File: src/rtl/wb_cmd_master_pkg.sv
// Shared types and constants for the Wishbone command master.
// Optional bus timeout is enabled with the WBM_TIMEOUT_EN macro.
package wb_cmd_master_pkg;

    localparam int ADDR_W     = 16;
    localparam int DATA_W     = 8;
    localparam int LEN_W      = 7;
    localparam int CNT_W      = 8;
    localparam int HDR_WE_BIT = 7;

    localparam logic [DATA_W-1:0] STATUS_OK      = 8'h00;
    localparam logic [DATA_W-1:0] STATUS_TIMEOUT = 8'h01;

    typedef enum logic [2:0] {
        ST_HDR,
        ST_ADDR_HI,
        ST_ADDR_LO,
        ST_WDATA,
        ST_BUS,
        ST_RDATA_TX,
        ST_STATUS_TX
    } state_t;

    // A zero length field encodes the maximum burst of 128 bytes.
    function automatic logic [CNT_W-1:0] len_to_count(input logic [LEN_W-1:0] len);
        return (len == '0) ? CNT_W'(1 << LEN_W) : {1'b0, len};
    endfunction

endpackage

File: src/rtl/wb_cmd_master_timeout_ctr.sv
// Bus-cycle watchdog: cleared by load, counts while count is high, and
// flags expire on the TIMEOUT_CYCLES-th counted cycle (WBM_TIMEOUT_EN only).
module wbm_timeout_ctr #(
    parameter int TIMEOUT_CYCLES = 255
) (
    input  logic clk,
    input  logic rst,
    input  logic load,
    input  logic count,
    output logic expire
);

    localparam int CTR_W = $clog2(TIMEOUT_CYCLES + 1);

    logic [CTR_W-1:0] ctr;

    always_ff @(posedge clk) begin
        if (rst || load) begin
            ctr <= '0;
        end else if (count && !expire) begin
            ctr <= ctr + 1'b1;
        end
    end

    assign expire = count && (ctr == CTR_W'(TIMEOUT_CYCLES - 1));

endmodule

File: src/rtl/wb_cmd_master.sv
// Host byte-stream to Wishbone single-beat initiator with read-data/status return.
// Define WBM_TIMEOUT_EN to abort bus cycles that see no ack within TIMEOUT_CYCLES.
module wb_cmd_master
    import wb_cmd_master_pkg::*;
#(
    parameter int TIMEOUT_CYCLES = 255
) (
    input  logic              clk,
    input  logic              rst,
    input  logic [DATA_W-1:0] rx_data,
    input  logic              rx_valid,
    output logic              rx_ready,
    output logic [DATA_W-1:0] tx_data,
    output logic              tx_valid,
    input  logic              tx_ready,
    output logic [ADDR_W-1:0] wb_adr_o,
    output logic [DATA_W-1:0] wb_dat_o,
    output logic              wb_we_o,
    output logic              wb_stb_o,
    output logic              wb_cyc_o,
    input  logic [DATA_W-1:0] wb_dat_i,
    input  logic              wb_ack_i
);

    state_t            state, next_state;
    logic              we_q;
    logic [CNT_W-1:0]  cnt;
    logic [ADDR_W-1:0] adr;
    logic [DATA_W-1:0] wdat;
    logic [DATA_W-1:0] rdat;
    logic              stb_q;
    logic              err;
    logic              rx_fire, tx_fire, ack, timeout, beat_done;

    assign rx_fire   = rx_valid && rx_ready;
    assign tx_fire   = tx_valid && tx_ready;
    assign ack       = (state == ST_BUS) && stb_q && wb_ack_i;
    assign beat_done = ack || timeout;

`ifdef WBM_TIMEOUT_EN
    wbm_timeout_ctr #(
        .TIMEOUT_CYCLES(TIMEOUT_CYCLES)
    ) u_timeout_ctr (
        .clk    (clk),
        .rst    (rst),
        .load   (!stb_q),
        .count  (stb_q),
        .expire (timeout)
    );
`else
    // The limit only has meaning in the timeout build.
    localparam int unused_timeout_cycles = TIMEOUT_CYCLES;
    assign timeout = 1'b0;
`endif

    // NOTE: sequential state uses non-blocking assignments so every register
    // samples pre-edge values regardless of statement order.
    always_ff @(posedge clk) begin
        if (rst) begin
            state <= ST_HDR;
        end else begin
            state <= next_state;
        end
    end

    // NOTE: every output of this block gets a default first so no latch is inferred.
    always_comb begin
        next_state = state;
        rx_ready   = !rst && (state inside {ST_HDR, ST_ADDR_HI, ST_ADDR_LO, ST_WDATA});
        tx_valid   = (state == ST_RDATA_TX) || (state == ST_STATUS_TX);
        tx_data    = rdat;
        unique case (state)
            ST_HDR:     if (rx_fire) next_state = ST_ADDR_HI;
            ST_ADDR_HI: if (rx_fire) next_state = ST_ADDR_LO;
            ST_ADDR_LO: if (rx_fire) next_state = we_q ? ST_WDATA : ST_BUS;
            ST_WDATA:   if (rx_fire) next_state = ST_BUS;
            ST_BUS: begin
                if (beat_done) begin
                    if (!we_q)                    next_state = ST_RDATA_TX;
                    else if (cnt != CNT_W'(1))    next_state = ST_WDATA;
                    else                          next_state = ST_STATUS_TX;
                end
            end
            ST_RDATA_TX: if (tx_fire) next_state = (cnt != '0) ? ST_BUS : ST_STATUS_TX;
            ST_STATUS_TX: begin
                tx_data = err ? STATUS_TIMEOUT : STATUS_OK;
                if (tx_fire) next_state = ST_HDR;
            end
            default: next_state = ST_HDR;
        endcase
    end

    // Strobe is registered from the next state, so it rises on BUS entry and
    // falls on the edge that completes the beat; every exit from BUS leaves it low.
    always_ff @(posedge clk) begin
        if (rst) begin
            we_q  <= 1'b0;
            cnt   <= '0;
            adr   <= '0;
            wdat  <= '0;
            rdat  <= '0;
            stb_q <= 1'b0;
            err   <= 1'b0;
        end else begin
            stb_q <= (next_state == ST_BUS);
            unique case (state)
                ST_HDR: if (rx_fire) begin
                    we_q <= rx_data[HDR_WE_BIT];
                    cnt  <= len_to_count(rx_data[LEN_W-1:0]);
                end
                ST_ADDR_HI: if (rx_fire) adr[ADDR_W-1:DATA_W] <= rx_data;
                ST_ADDR_LO: if (rx_fire) begin
                    adr[DATA_W-1:0] <= rx_data;
                    err             <= 1'b0;
                end
                ST_WDATA: if (rx_fire) wdat <= rx_data;
                ST_BUS: if (beat_done) begin
                    cnt <= cnt - 1'b1;
                    adr <= adr + 1'b1;
                    if (timeout) begin
                        err  <= 1'b1;
                        rdat <= '0;
                    end else if (!we_q) begin
                        rdat <= wb_dat_i;
                    end
                end
                default: ;
            endcase
        end
    end

    assign wb_adr_o = adr;
    assign wb_dat_o = wdat;
    assign wb_we_o  = we_q;
    assign wb_stb_o = stb_q;
    assign wb_cyc_o = stb_q;

endmodule

File: config.mk
export PLATFORM = sky130hd
export DESIGN_NAME = wb_cmd_master
export DESIGN_NICKNAME = d
export VERILOG_FILES = /design/src/rtl/wb_cmd_master_pkg.sv /design/src/rtl/wb_cmd_master_timeout_ctr.sv /design/src/rtl/wb_cmd_master.sv
export SDC_FILE = /design/constraint.sdc
export NUM_CORES = 1
export LEC_CHECK = 0
export BUFFER_PORTS_ARGS = -buffer_cell sky130_fd_sc_hd__buf_4
export CAP_MARGIN = 15
export CORE_MARGIN = 2
export CORE_UTILIZATION = 45
export DETAILED_ROUTE_END_ITERATION = 6
export HOLD_SLACK_MARGIN = 0.12
export PLACE_DENSITY = 0.68
export SLEW_MARGIN = 30
export SYNTH_ARGS = -nofsm -noshare
export SYNTH_HDL_FRONTEND = slang
export SYNTH_SLANG_ARGS = --single-unit
File: constraint.sdc
create_clock -name clk -period 1.88 [get_ports clk]
set_input_delay 0.282 -clock clk [delete_from_list [all_inputs] [get_ports clk]]
set_output_delay 0.282 -clock clk [all_outputs]
set_load 0.01 [all_outputs]
; Word-level counts from Yosys, hierarchy flattened
; Cells that the tools add are included.
[op_classes]
reduce_logical = 20
eq_ne = 12
addsub = 2
mux = 21
bitwise_logic = 1
[ops]
columns = cell, n
row1 = $pmux 8 s2, 3
row2 = $mux 8, 5
row3 = $mux 3, 10
row4 = $pmux 3 s7, 1
row5 = $add 16x1->16 const B, 1
row6 = $mux 16, 1
row7 = $eq 3x3->1 const B, 4
row8 = $reduce_and 3->1, 4
row9 = $ne 2x2->1 const B, 4
row10 = $ne 8x1->1 const B, 1
row11 = $reduce_bool 8->1, 1
row12 = $sub 8x1->8 const B, 1
row13 = $logic_not 7->1, 1
row14 = $eq 3x2->1 const B, 2
row15 = $reduce_bool 2->1, 3
row16 = $logic_and 1x1->1, 5
row17 = $reduce_and 2->1, 2
row18 = $reduce_bool 4->1, 1
row19 = $eq 3x1->1 const B, 1
row20 = $logic_not 3->1, 1
row21 = $mux 2, 1
row22 = $logic_not 1->1, 1
row23 = $logic_or 1x1->1, 1
row24 = $not 1->1, 1
[word_totals]
wordCells = 64
reg_bits = 45

; Depth between registers and ports, before layout
[depth]
depth_word = 7
mapped_depth = 8
ltp_nobuf = 7

; Worst setup path before layout
; No wires, ideal clock.
[synth_path]
path_kind = reg-to-reg
from = register adr[0] (netlist: wb_adr_o[0])
to = register adr[14] (netlist: wb_adr_o[14])
slack_ns = 0.119
arrival_ns = 1.644
path_stages_with_launch = 7
path_buffers = 0
setup_time_ns = 0.117
path_cell_list = dfxtp_1 -> ha_1 -> nand3_1 -> or4_4 -> a21bo_1 -> a22oi_1 -> nor2_1
[synth_via]
elab_chain_cells = 3
[synth_rtl]
columns = element, line_no
row1 = start: declaration, wb_cmd_master.sv:28  ; logic [ADDR_W-1:0] adr;
row2 = start signal: indexed assignment, wb_cmd_master.sv:111  ; ST_ADDR_HI: if (rx_fire) adr[ADDR_W-1:DATA_W] <= rx_data;
row3 = start signal: indexed assignment, wb_cmd_master.sv:113  ; adr[DATA_W-1:0] <= rx_data;
row4 = start signal: assignment, wb_cmd_master.sv:119  ; adr <= adr + 1'b1;
row5 = $add 16x1->16, wb_cmd_master.sv:119
row6 = $mux 16, wb_cmd_master.sv:117  ; ST_BUS: if (beat_done) begin
row7 = $pmux 8 s2, wb_cmd_master.sv:106  ; unique case (state)
; Every way passes these cells. The select of a mux whose other input is x is not followed.
; A chain may end at the register's enable or synchronous reset.

; Worst setup path in the final report
[layout_path]
from = register state[0]
to = output port tx_data[0]
[layout_via]
elab_chain_cells = 2
[layout_rtl]
columns = element, line_no
row1 = start: declaration, wb_cmd_master.sv:25  ; state_t state, next_state;
row2 = start signal: assignment, wb_cmd_master.sv:62  ; state <= next_state;
row3 = $eq 3x3->1, wb_cmd_master.sv:72  ; unique case (state)
row4 = $mux 8, wb_cmd_master.sv:72
row5 = end: declaration, wb_cmd_master.sv:13  ; output logic [DATA_W-1:0] tx_data,
; Every way passes these cells.

==> summary.txt <==
Area growth syn-to-layout = 23.9%
initial antenna violation count = 0
setup TNS = 0 ns
# DRC = 0
sequential power share = 50.9%
flop-to-flop setup slack = 0.14 ns
H-tree depth = 2
Power Density = 604 nW/um^2
placer congestion estimate = 0.847
sequential area share after synthesis = 34.1%
Most used DFF post-synth = dfxtp_1
Async SR Flop Fraction = 0%
clock slew at reported path FFs = 0.10 ns
Synth top area share = 34.1%
clock skew = 0.00996 ns
Max Clk Rate = 565 MHz
share of layout cells above drive strength 1 = 25.7%
maximum clock path buffer count = 2
EDFF count, synth = 0
top cells by area, synth = dfxtp_1 (34%), a21oi_1 (5.9%), nor2_1 (5.3%), nand2_1 (4.8%), o21ai_0 (3.6%)
CP Max Fanout = 8
Setup crit end kind = output pin
Slew Viols, Final = 0
Data required, critical path = 1.60 ns
syn_area_per_cell = 7.97 um^2
Syn Nets = 357
Syn Inst Count = 332
1st-iter DRT viols = 206
combinational share of power = 17.3%
synth warn = 0
Multi-input gate area = 1560 um^2
sw frac = 29.8%
main combinational cell family by area after synthesis = compound AO/OA/AOI/OAI gates
WS Path Type = register to output pin
WHS Endpoint = rdat[4]$_SDFFE_PP0P_
Cell Rows = 27
Worst Hold Path Cells = 3
Die Y = 80.7 um
Critical Path AT = 1.49 ns
Clock Latency Late Sink = 0.31 ns
part of the cycle the worst path needs = 94.1%
vias post-DR = 2649
minimum clock period = 1.77 ns
worst r2r src = cnt[0]$_SDFFE_PP0P_
Sink Count = 45
Compound-Gate Fraction of Synth Area = 27.0%
Clock Tree Root = clkbuf_8
Distinct cells, synth = 60
first-pass GRT wire length = 11500 um
number of diodes = 0
Yosys top cell by area = dfxtp_1
Max-cap violations = 0
FF+latch area = 902 um^2
Clk pwr share = 31.8%
hpwl dp = 5190 um
max_slew headroom = 52.4%
status = completed
I/O pins = 58
leakage power = 0.00137 uW
post-CTS setup buffer count = 0
R2R depth = 7
CTS tree = done
number of setup violations in the final report = 0
nets = 421
Psw = 590 uW
drt total wl = 7150 um
Initial Util = 47.2%
remaining antenna violation count = 0
total CTS buffers = 5
startpoint types = register
largest net degree at the start of global routing = 35
total gr overflow = 0
post-synthesis simple-gate area fraction = 26.8%
Worst-Margin Slew = 0.706 ns
core area = 5610 um^2
drt pass-1 iters = 5
Hold WC Path Type = input port to register
post-synthesis xor/xnor area fraction = 0.331%
fillcell total = 551
total track usage = 22.6%
detailed-route vias per instance = 5.65
Finished Core Util = 58.4%
die area = 6510 um^2
Peak VDD IR = 0.351 mV
PortBufs = 57
average wire per standard cell = 15.2 um
RR Endpoint = wb_cyc_o$_SDFF_PP0_
Synth Area in Adders = 1.89%
die width = 80.7 um
post-synthesis mux area share = 2.65%
HP Start = wb_dat_i[4]
setup repair after global routing missed its margin = no
cell-internal power = 1390 uW
number of synthesized register bits = 45
vias in the first global route = 2355
final hold viol count = 0
area of the mapped netlist = 2650 um^2
Post-CTS Hold Fix Bufs = 0
==> stage by stage <==
step           hold slack [ns]  setup slack [ns]  power (uW)  instance area (um^2)  instances
2_1_floorplan            0.418             0.119        1250                  2650        332
3_3_place_gp             0.456             0.132        1370                  3180        461
3_5_place_dp             0.463             0.150        1370                  3180        461
4_1_cts                  0.217            0.0190        1990                  3270        469
5_1_grt                  0.225           0.00277        2070                  3280        469
6_report                 0.219             0.112        1980                  3280        469
==> sequential cells by signal (all words and copies together), names as in the netlist <==
name      flops
wb_adr_o     16
rdat          8
state         3
cnt           8
wb_cyc_o      1
wb_we_o       1
wb_dat_o      8
==> worst max path at each step <==
stage	start	endpoint	cells past startpoint
2_1_floorplan	wb_adr_o[0]$_SDFFE_PP0P_	wb_adr_o[14]$_SDFFE_PP0P_	6
3_3_place_gp	state[2]$_SDFF_PP0_	cnt[2]$_SDFFE_PP0P_	6
3_5_place_dp	cnt[0]$_SDFFE_PP0P_	wb_cyc_o$_SDFF_PP0_	7
4_1_cts	state[0]$_SDFF_PP0_	tx_data[0]	5
5_1_grt	state[0]$_SDFF_PP0_	tx_data[7]	5
6_report	state[0]$_SDFF_PP0_	tx_data[0]	5
==> cell type report <==
| cell class | instances | area share [%] |
|---|---|---|
| multi-input cells | 255 | 47.5 |
| well taps | 72 | 2.75 |
| clock buffers | 5 | 2.10 |
| flip-flops and latches | 45 | 27.5 |
| clock inverters | 3 | 0.649 |
| inverters | 11 | 1.26 |
| repair buffers | 78 | 18.3 |
==> worst max-delay path, stage by stage (launching register included) <==
cell     delay, ns
dfxtp_1       0.39
buf_4         0.19
inv_1         0.12
nand3_2       0.14
and2_1        0.19
buf_4         0.14
==> metal layers <==
metal	vias to the layer above	GRT usage (%)	wire length, um
li1	1329	-	-
met1	1232	30.2	3290
met4	0	6.78	116
met5	-	0	0
met2	77	37.4	3400
met3	11	3.48	347
==> Yosys cell counts, types with 2 or more instances <==
cell / instances
nor4_1: 3
clkbuf_1: 7
mux2i_1: 7
o31ai_1: 4
nand4_1: 2
a22oi_1: 5
nor2_1: 37
o22ai_1: 3
a211o_1: 2
or4_4: 2
o21ai_1: 14
o41ai_1: 2
a311oi_1: 2
and3_1: 4
nand2_1: 34
o32ai_1: 3
nand4bb_1: 2
buf_2: 4
nand4b_1: 2
a31oi_1: 5
nor3_1: 4
o21a_1: 2
o21ai_0: 19
a21o_1: 2
buf_6: 3
and2_1: 13
nand2b_1: 3
buf_4: 4
o31a_1: 4
ha_1: 4
dfxtp_1: 45
a21boi_0: 3
clkbuf_8: 2
inv_1: 11
nor3b_2: 2
nand3_1: 13
a21oi_1: 31
==> kinds of logic after synthesis <==
| kind of cell | Yosys count |
|---|---|
| AO/OA/AOI/OAI | 111 |
| XOR/XNOR | 1 |
| adder cells (fa/ha/maj) | 4 |
| buffers and inverters | 32 |
| flip-flops | 45 |
| multiplexers | 7 |
| AND/OR/NAND/NOR | 132 |
==> timing repair <==
action                     CTS  global route
cloned                       0             0
setup endpoints to repair    8             8
resized for setup            1             1
==> cells in the final DEF, fill, tap and decap left out, drive strengths merged, types with 3 or more instances in the layout <==
| cell type | count |
|---|---|
| a21boi | 3 |
| a21oi | 32 |
| a22oi | 5 |
| a31oi | 5 |
| and2 | 13 |
| and3 | 4 |
| buf | 78 |
| clkbuf | 5 |
| dfxtp | 45 |
| ha | 4 |
| inv | 12 |
| mux2i | 7 |
| nand2 | 35 |
| nand2b | 3 |
| nand3 | 13 |
| nand4 | 4 |
| nor2 | 38 |
| nor3 | 4 |
| nor3b | 3 |
| nor4 | 4 |
| o21ai | 33 |
| o22ai | 3 |
| o31a | 4 |
| o31ai | 5 |
| o32ai | 4 |
==> power groups by stage <==
| stage | logic (uW) | clock network (uW) | registers [uW] |
|---|---|---|---|
| 2_1_floorplan | 233 | 0 | 1020 |
| 3_3_place_gp | 338 | 0 | 1030 |
| 3_5_place_dp | 340 | 0 | 1030 |
| 4_1_cts | 341 | 644 | 1010 |
| 5_1_grt | 380 | 677 | 1010 |
| 6_report | 343 | 630 | 1010 |
Note: power is estimated with default switching activity, not from simulation.
